--- src/rtl/mem_arbiter_pkg.sv ---
// Shared definitions for the two-requester memory arbiter:
// FSM state encodings, requester IDs and the address/data width.
package mem_arbiter_pkg;

    localparam int DATA_W = 16;
    localparam int ADDR_W = DATA_W;

    typedef enum logic [1:0] {
        ST_IDLE  = 2'd0,
        ST_OWN0  = 2'd1,
        ST_OWN1  = 2'd2,
        ST_DRAIN = 2'd3
    } state_t;

    localparam logic REQ_ID0 = 1'b0;
    localparam logic REQ_ID1 = 1'b1;

endpackage

--- src/rtl/dff.sv ---
// Team register cell: W-bit D flip-flop with synchronous active-high reset.
module dff #(
    parameter int           W       = 1,
    parameter logic [W-1:0] RST_VAL = '0
) (
    input  logic         clk,
    input  logic         rst,
    input  logic [W-1:0] d,
    output logic [W-1:0] q
);

    // Capture d every edge; reset forces RST_VAL.
    always_ff @(posedge clk) begin
        if (rst) q <= RST_VAL;
        else     q <= d;
    end

endmodule

--- src/rtl/mem_arb_pick.sv ---
// Combinational winner selection between two requesters.
// On a tie the requester that did not own last (per last_gnt) wins;
// with last_gnt tied low this degenerates to fixed priority for requester 1.
module mem_arb_pick
    import mem_arbiter_pkg::*;
(
    input  logic req0,
    input  logic req1,
    input  logic last_gnt,
    output logic winner
);

    // Lone requester wins outright; a tie goes to the one not in last_gnt.
    always_comb begin
        winner = REQ_ID0;
        if (req0 && req1) winner = (last_gnt == REQ_ID1) ? REQ_ID0 : REQ_ID1;
        else if (req1)    winner = REQ_ID1;
    end

endmodule

--- src/rtl/mem_arbiter.sv ---
// Two-requester memory arbiter (instruction side = 0, data side = 1).
// Ownership is held for a whole burst; release passes through DRAIN,
// which waits for all memory banks to go idle before a new grant.
// Build option: define MEM_ARB_RR_EN for round-robin tie breaking;
// otherwise requester 1 wins every tie.
module mem_arbiter
    import mem_arbiter_pkg::*;
(
    input  logic              clk,
    input  logic              rst,
    input  logic              req0,
    input  logic              rd0,
    input  logic              wr0,
    input  logic [ADDR_W-1:0] addr0,
    input  logic [DATA_W-1:0] wdata0,
    input  logic              req1,
    input  logic              rd1,
    input  logic              wr1,
    input  logic [ADDR_W-1:0] addr1,
    input  logic [DATA_W-1:0] wdata1,
    input  logic [3:0]        busy,
    output logic              mem_rd,
    output logic              mem_wr,
    output logic [ADDR_W-1:0] mem_addr,
    output logic [DATA_W-1:0] mem_wdata,
    output logic              gnt0,
    output logic              gnt1,
    output logic              stall0,
    output logic              stall1
);

    logic [1:0] state_raw;
    state_t     state_q;
    state_t     state_d;
    logic       winner;
    logic       last_gnt;

    // State register.
    dff #(.W(2), .RST_VAL(2'(ST_IDLE))) u_state_reg (
        .clk (clk),
        .rst (rst),
        .d   (state_d),
        .q   (state_raw)
    );

    assign state_q = state_t'(state_raw);

`ifdef MEM_ARB_RR_EN
    logic last_gnt_d;

    // Remember the owner each time a grant is issued out of IDLE.
    always_comb begin
        last_gnt_d = last_gnt;
        if (state_q == ST_IDLE && (req0 || req1)) last_gnt_d = winner;
    end

    dff #(.W(1), .RST_VAL(1'b0)) u_last_gnt_reg (
        .clk (clk),
        .rst (rst),
        .d   (last_gnt_d),
        .q   (last_gnt)
    );
`else
    assign last_gnt = 1'b0;
`endif

    mem_arb_pick u_pick (
        .req0     (req0),
        .req1     (req1),
        .last_gnt (last_gnt),
        .winner   (winner)
    );

    // Next-state: grant from IDLE, hold while owner requests, drain until banks idle.
    always_comb begin
        state_d = state_q;
        case (state_q)
            ST_IDLE:  if (req0 || req1) state_d = (winner == REQ_ID1) ? ST_OWN1 : ST_OWN0;
            ST_OWN0:  if (!req0) state_d = ST_DRAIN;
            ST_OWN1:  if (!req1) state_d = ST_DRAIN;
            ST_DRAIN: if (busy == 4'b0000) state_d = ST_IDLE;
            default:  state_d = ST_IDLE;
        endcase
    end

    // Outputs: owner's request is routed to memory; write wins over read;
    // strobes are gated by the owner's req so a releasing owner issues nothing.
    always_comb begin
        gnt0      = 1'b0;
        gnt1      = 1'b0;
        mem_rd    = 1'b0;
        mem_wr    = 1'b0;
        mem_addr  = '0;
        mem_wdata = '0;
        case (state_q)
            ST_OWN0: begin
                gnt0      = 1'b1;
                mem_addr  = addr0;
                mem_wdata = wdata0;
                mem_wr    = wr0 & req0;
                mem_rd    = rd0 & ~wr0 & req0;
            end
            ST_OWN1: begin
                gnt1      = 1'b1;
                mem_addr  = addr1;
                mem_wdata = wdata1;
                mem_wr    = wr1 & req1;
                mem_rd    = rd1 & ~wr1 & req1;
            end
            default: ;
        endcase
        stall0 = req0 & ~gnt0;
        stall1 = req1 & ~gnt1;
    end

endmodule

--- config.mk ---
export PLATFORM = sky130hd
export DESIGN_NAME = mem_arbiter
export DESIGN_NICKNAME = d
export VERILOG_FILES = /design/src/rtl/mem_arbiter_pkg.sv /design/src/rtl/dff.sv /design/src/rtl/mem_arb_pick.sv /design/src/rtl/mem_arbiter.sv
export SDC_FILE = /design/constraint.sdc
export NUM_CORES = 1
export LEC_CHECK = 0
export ABC_AREA = 1
export CORE_ASPECT_RATIO = 0.7
export CORE_MARGIN = 2
export CORE_UTILIZATION = 27
export CTS_CLUSTER_SIZE = 40
export DETAILED_ROUTE_END_ITERATION = 10
export GPL_TIMING_DRIVEN = 0
export PLACE_DENSITY = 0.91
export SYNTH_ARGS = -nofsm -noshare
export SYNTH_HDL_FRONTEND = slang
export SYNTH_HIERARCHICAL = 1
export SYNTH_SLANG_ARGS = --single-unit
--- constraint.sdc ---
create_clock -name clk -period 4.5 [get_ports clk]
set_clock_uncertainty 0.15 [all_clocks]
set_input_delay 1.125 -clock clk [delete_from_list [all_inputs] [get_ports clk]]
set_output_delay 1.125 -clock clk [all_outputs]
set_load 0.01 [all_outputs]
==> results.sh <==
export IMPL_cap_violations=0
export IMPL_grt_pass1_vias=1304
export IMPL_drive_above_1_share=0.08333
export IMPL_largest_reg_flops=2
export IMPL_drt_wl_total_um=3622
export IMPL_combPwrFrac=0.830
export IMPL_clock_path_buffers=2
export IMPL_grt_max_degree=11
export IMPL_endpoint_kind="output pin"
export IMPL_max_flop_register="u_state_reg/q"
export IMPL_layout_nets=358
export IMPL_clock_fmax_mhz=264.0
export IMPL_overflow=0
export IMPL_synth_area_top_cells="nand2_1 33%, a21oi_1 21%, buf_6 9.5%"
export IMPL_die_area_sq_mm=0.003524
export IMPL_fin_area_sq_mm=0.002043
export IMPL_ys_seq_elements=2
export IMPL_cts_root_buffer="clkbuf_8"
export IMPL_worstPathMaxFanout=5
export IMPL_synth_fp_nets=240
export IMPL_synth_top_area_share=0.3273
export IMPL_p_switching_uw=267.0
export IMPL_crit_type="in2out"
export IMPL_crit_required_ns=3.22
export IMPL_synth_cell_type_count=16
export IMPL_numCtsBuffers=3
export IMPL_ant_nets=0
export IMPL_finalSetupTns_ns=0
export IMPL_die_w_um=70.10
export IMPL_slew_viol_final=0
export IMPL_fin_crit_ns=3.788
export IMPL_top_regs="u_state_reg/q: 2 flops"
export IMPL_clk_latency_ns=0.22
export IMPL_dpl_instance_area_sq_mm=0.002002
export IMPL_core_sq_mm=0.002863
export IMPL_ctsResizeCount=0
export IMPL_pwr_share_seq=0.049
export IMPL_viasPerCell=4.516
export IMPL_diodes=0
export IMPL_outcome="complete, no violations"
export IMPL_start_util=0.2885
export IMPL_yosysWarnings=6
export IMPL_hold_viol_final=0
export IMPL_powerDensity_mw_per_mm2=297.5
export IMPL_num_vias=1409
export IMPL_cts_tree="done"
export IMPL_grt_pass1_wl_um=5761
export IMPL_leakagePower_uw=0.0007802
export IMPL_drt_iter0_markers=32
export IMPL_core_rowCount=16
export IMPL_cts_clk_slew_worst_paths_ns=0.03
export IMPL_netlist_area_sq_um=825.8
export IMPL_io_pins=114
export IMPL_io_buffers=113
export IMPL_grt_usage=0.2011
export IMPL_hold_class="reg2reg"
export IMPL_swShare=0.4392
export IMPL_ir_drop_uv=211.5
export IMPL_hpwl_um=2994
export IMPL_yosysTopAreaCell="nand2_1"
export IMPL_globalplace_congestion=0.7931
export IMPL_cp_arrival_ns=2.51
export IMPL_synth_cells=160
export IMPL_die_y_um=50.27
export IMPL_total_power_uw=607.9
export IMPL_drc=0
export IMPL_areaGrowthSynthToFinish_pct=147.4
export IMPL_p_int_uw=340.9
export IMPL_postCtsHoldBufs=0
export IMPL_post_cts_buffers=0
export IMPL_cts_sinks=2
export IMPL_avgRoutedWirePerCell_um=11.61
export IMPL_p_clk_frac=0.121
export IMPL_setup_viol=0
export IMPL_drt_pass1_iter_count=4
export IMPL_synth_avg_cell_area_sq_um=5.161
export IMPL_cp_start_kind="primary input"
export IMPL_antenna_found_initial=0
export IMPL_htreeDepth=1
export IMPL_rsz0062_at_grt="false"
export IMPL_ys_seq_area_frac=0.04848
export IMPL_min_period_over_period=0.8417
## critical path, cell delays in order
cell	delay (ns)
clkdlybuf4s50_1	0.57
nand4_1	0.12
a21oi_1	0.15
clkdlybuf4s50_1	0.55
## worst paths after layout
check | startpoint | endpoint | slack, ns | cells after the start
setup reg to reg | u_state_reg/q[0]$_SDFF_PP0_ | u_state_reg/q[1]$_SDFF_PP0_ | 2.92 | 11
hold / removal | u_state_reg/q[1]$_SDFF_PP0_ | u_state_reg/q[1]$_SDFF_PP0_ | 0.53 | 6
hold reg to reg | u_state_reg/q[1]$_SDFF_PP0_ | u_state_reg/q[1]$_SDFF_PP0_ | 0.53 | 6
setup / recovery | req0 | mem_rd | 0.71 | 4
## cell usage after synthesis
library cell  count
buf_12            1
conb_1            1
nand2_1          72
nand3_1           5
nand2_2           5
inv_2             1
nand4_1           2
ha_1              4
o211ai_1          1
buf_2             3
buf_6             7
a21oi_2           3
a21oi_1          34
inv_1            13
nor2_1            6
dfxtp_1           2
## metrics by stage
stage | instances | setup WS (ns) | util | hold slack, ns
CTS | 312 | 0.6927 | 0.7137 | 0.5356
detailed placement | 309 | 0.6904 | 0.6993 | 0.5300
global placement | 309 | 0.7011 | 0.6993 | 0.5173
global route | 312 | 0.5866 | 0.7137 | 0.5931
floorplan | 160 | 1.770 | - | 0.4724
finish | 312 | 0.7124 | 0.7137 | 0.5349
## power by group through the flow
| stage | Clock (uW) | Sequential [uW] | Combinational, uW |
|---|---|---|---|
| 3_5_place_dp | 0 | 30.1 | 508 |
| 5_1_grt | 78.5 | 31.1 | 559 |
| 2_1_floorplan | 0 | 28.4 | 274 |
| 6_report | 73.4 | 30.1 | 504 |
| 3_3_place_gp | 0 | 29.9 | 504 |
| 4_1_cts | 75.0 | 29.8 | 509 |
## final cells by class
type,count,area (sq um)
Multi-Input combinational cell,133,619.3
Clock buffer,3,41.29
Fill cell,251,819.5
Timing Repair Buffer,113,1131
Buffer,11,113.9
Inverter,14,52.55
Tap cell,36,45.04
Sequential cell,2,40.04
## cell usage in the layout (no fill, tap or decap)
| master | instances |
|---|---|
| dfxtp_1 | 2 |
| conb_1 | 1 |
| a21oi_2 | 3 |
| nand2_2 | 5 |
| clkbuf_8 | 3 |
| buf_12 | 1 |
| a21oi_1 | 34 |
| nor2_1 | 6 |
| nand2_1 | 72 |
| o211ai_1 | 1 |
| buf_2 | 3 |
| inv_2 | 1 |
| buf_6 | 7 |
| inv_1 | 13 |
| nand4_1 | 2 |
| ha_1 | 4 |
| clkdlybuf4s50_1 | 113 |
| nand3_1 | 5 |
## routing by layer
| layer | track usage | part of all wire |
|---|---|---|
| met5 | 0 | 0 |
| met4 | 0.07051 | 0.020 |
| met3 | 0.05221 | 0.078 |
| met2 | 0.3492 | 0.46 |
| met1 | 0.2422 | 0.44 |
## logic make-up (layout without fill, tap and decap cells)
group | count (synthesis) | in the layout | synth area share
AOI/OAI and AO/OA | 38 | 38 | 0.2470
DFF | 2 | 2 | 0.04849
other | 1 | 1 | 0.004541
adders and majority gates | 4 | 4 | 0.06061
and+or+nand+nor | 90 | 90 | 0.4379
buffers and inverters | 25 | 141 | 0.2015
Note: power is estimated with default switching activity, not from simulation.
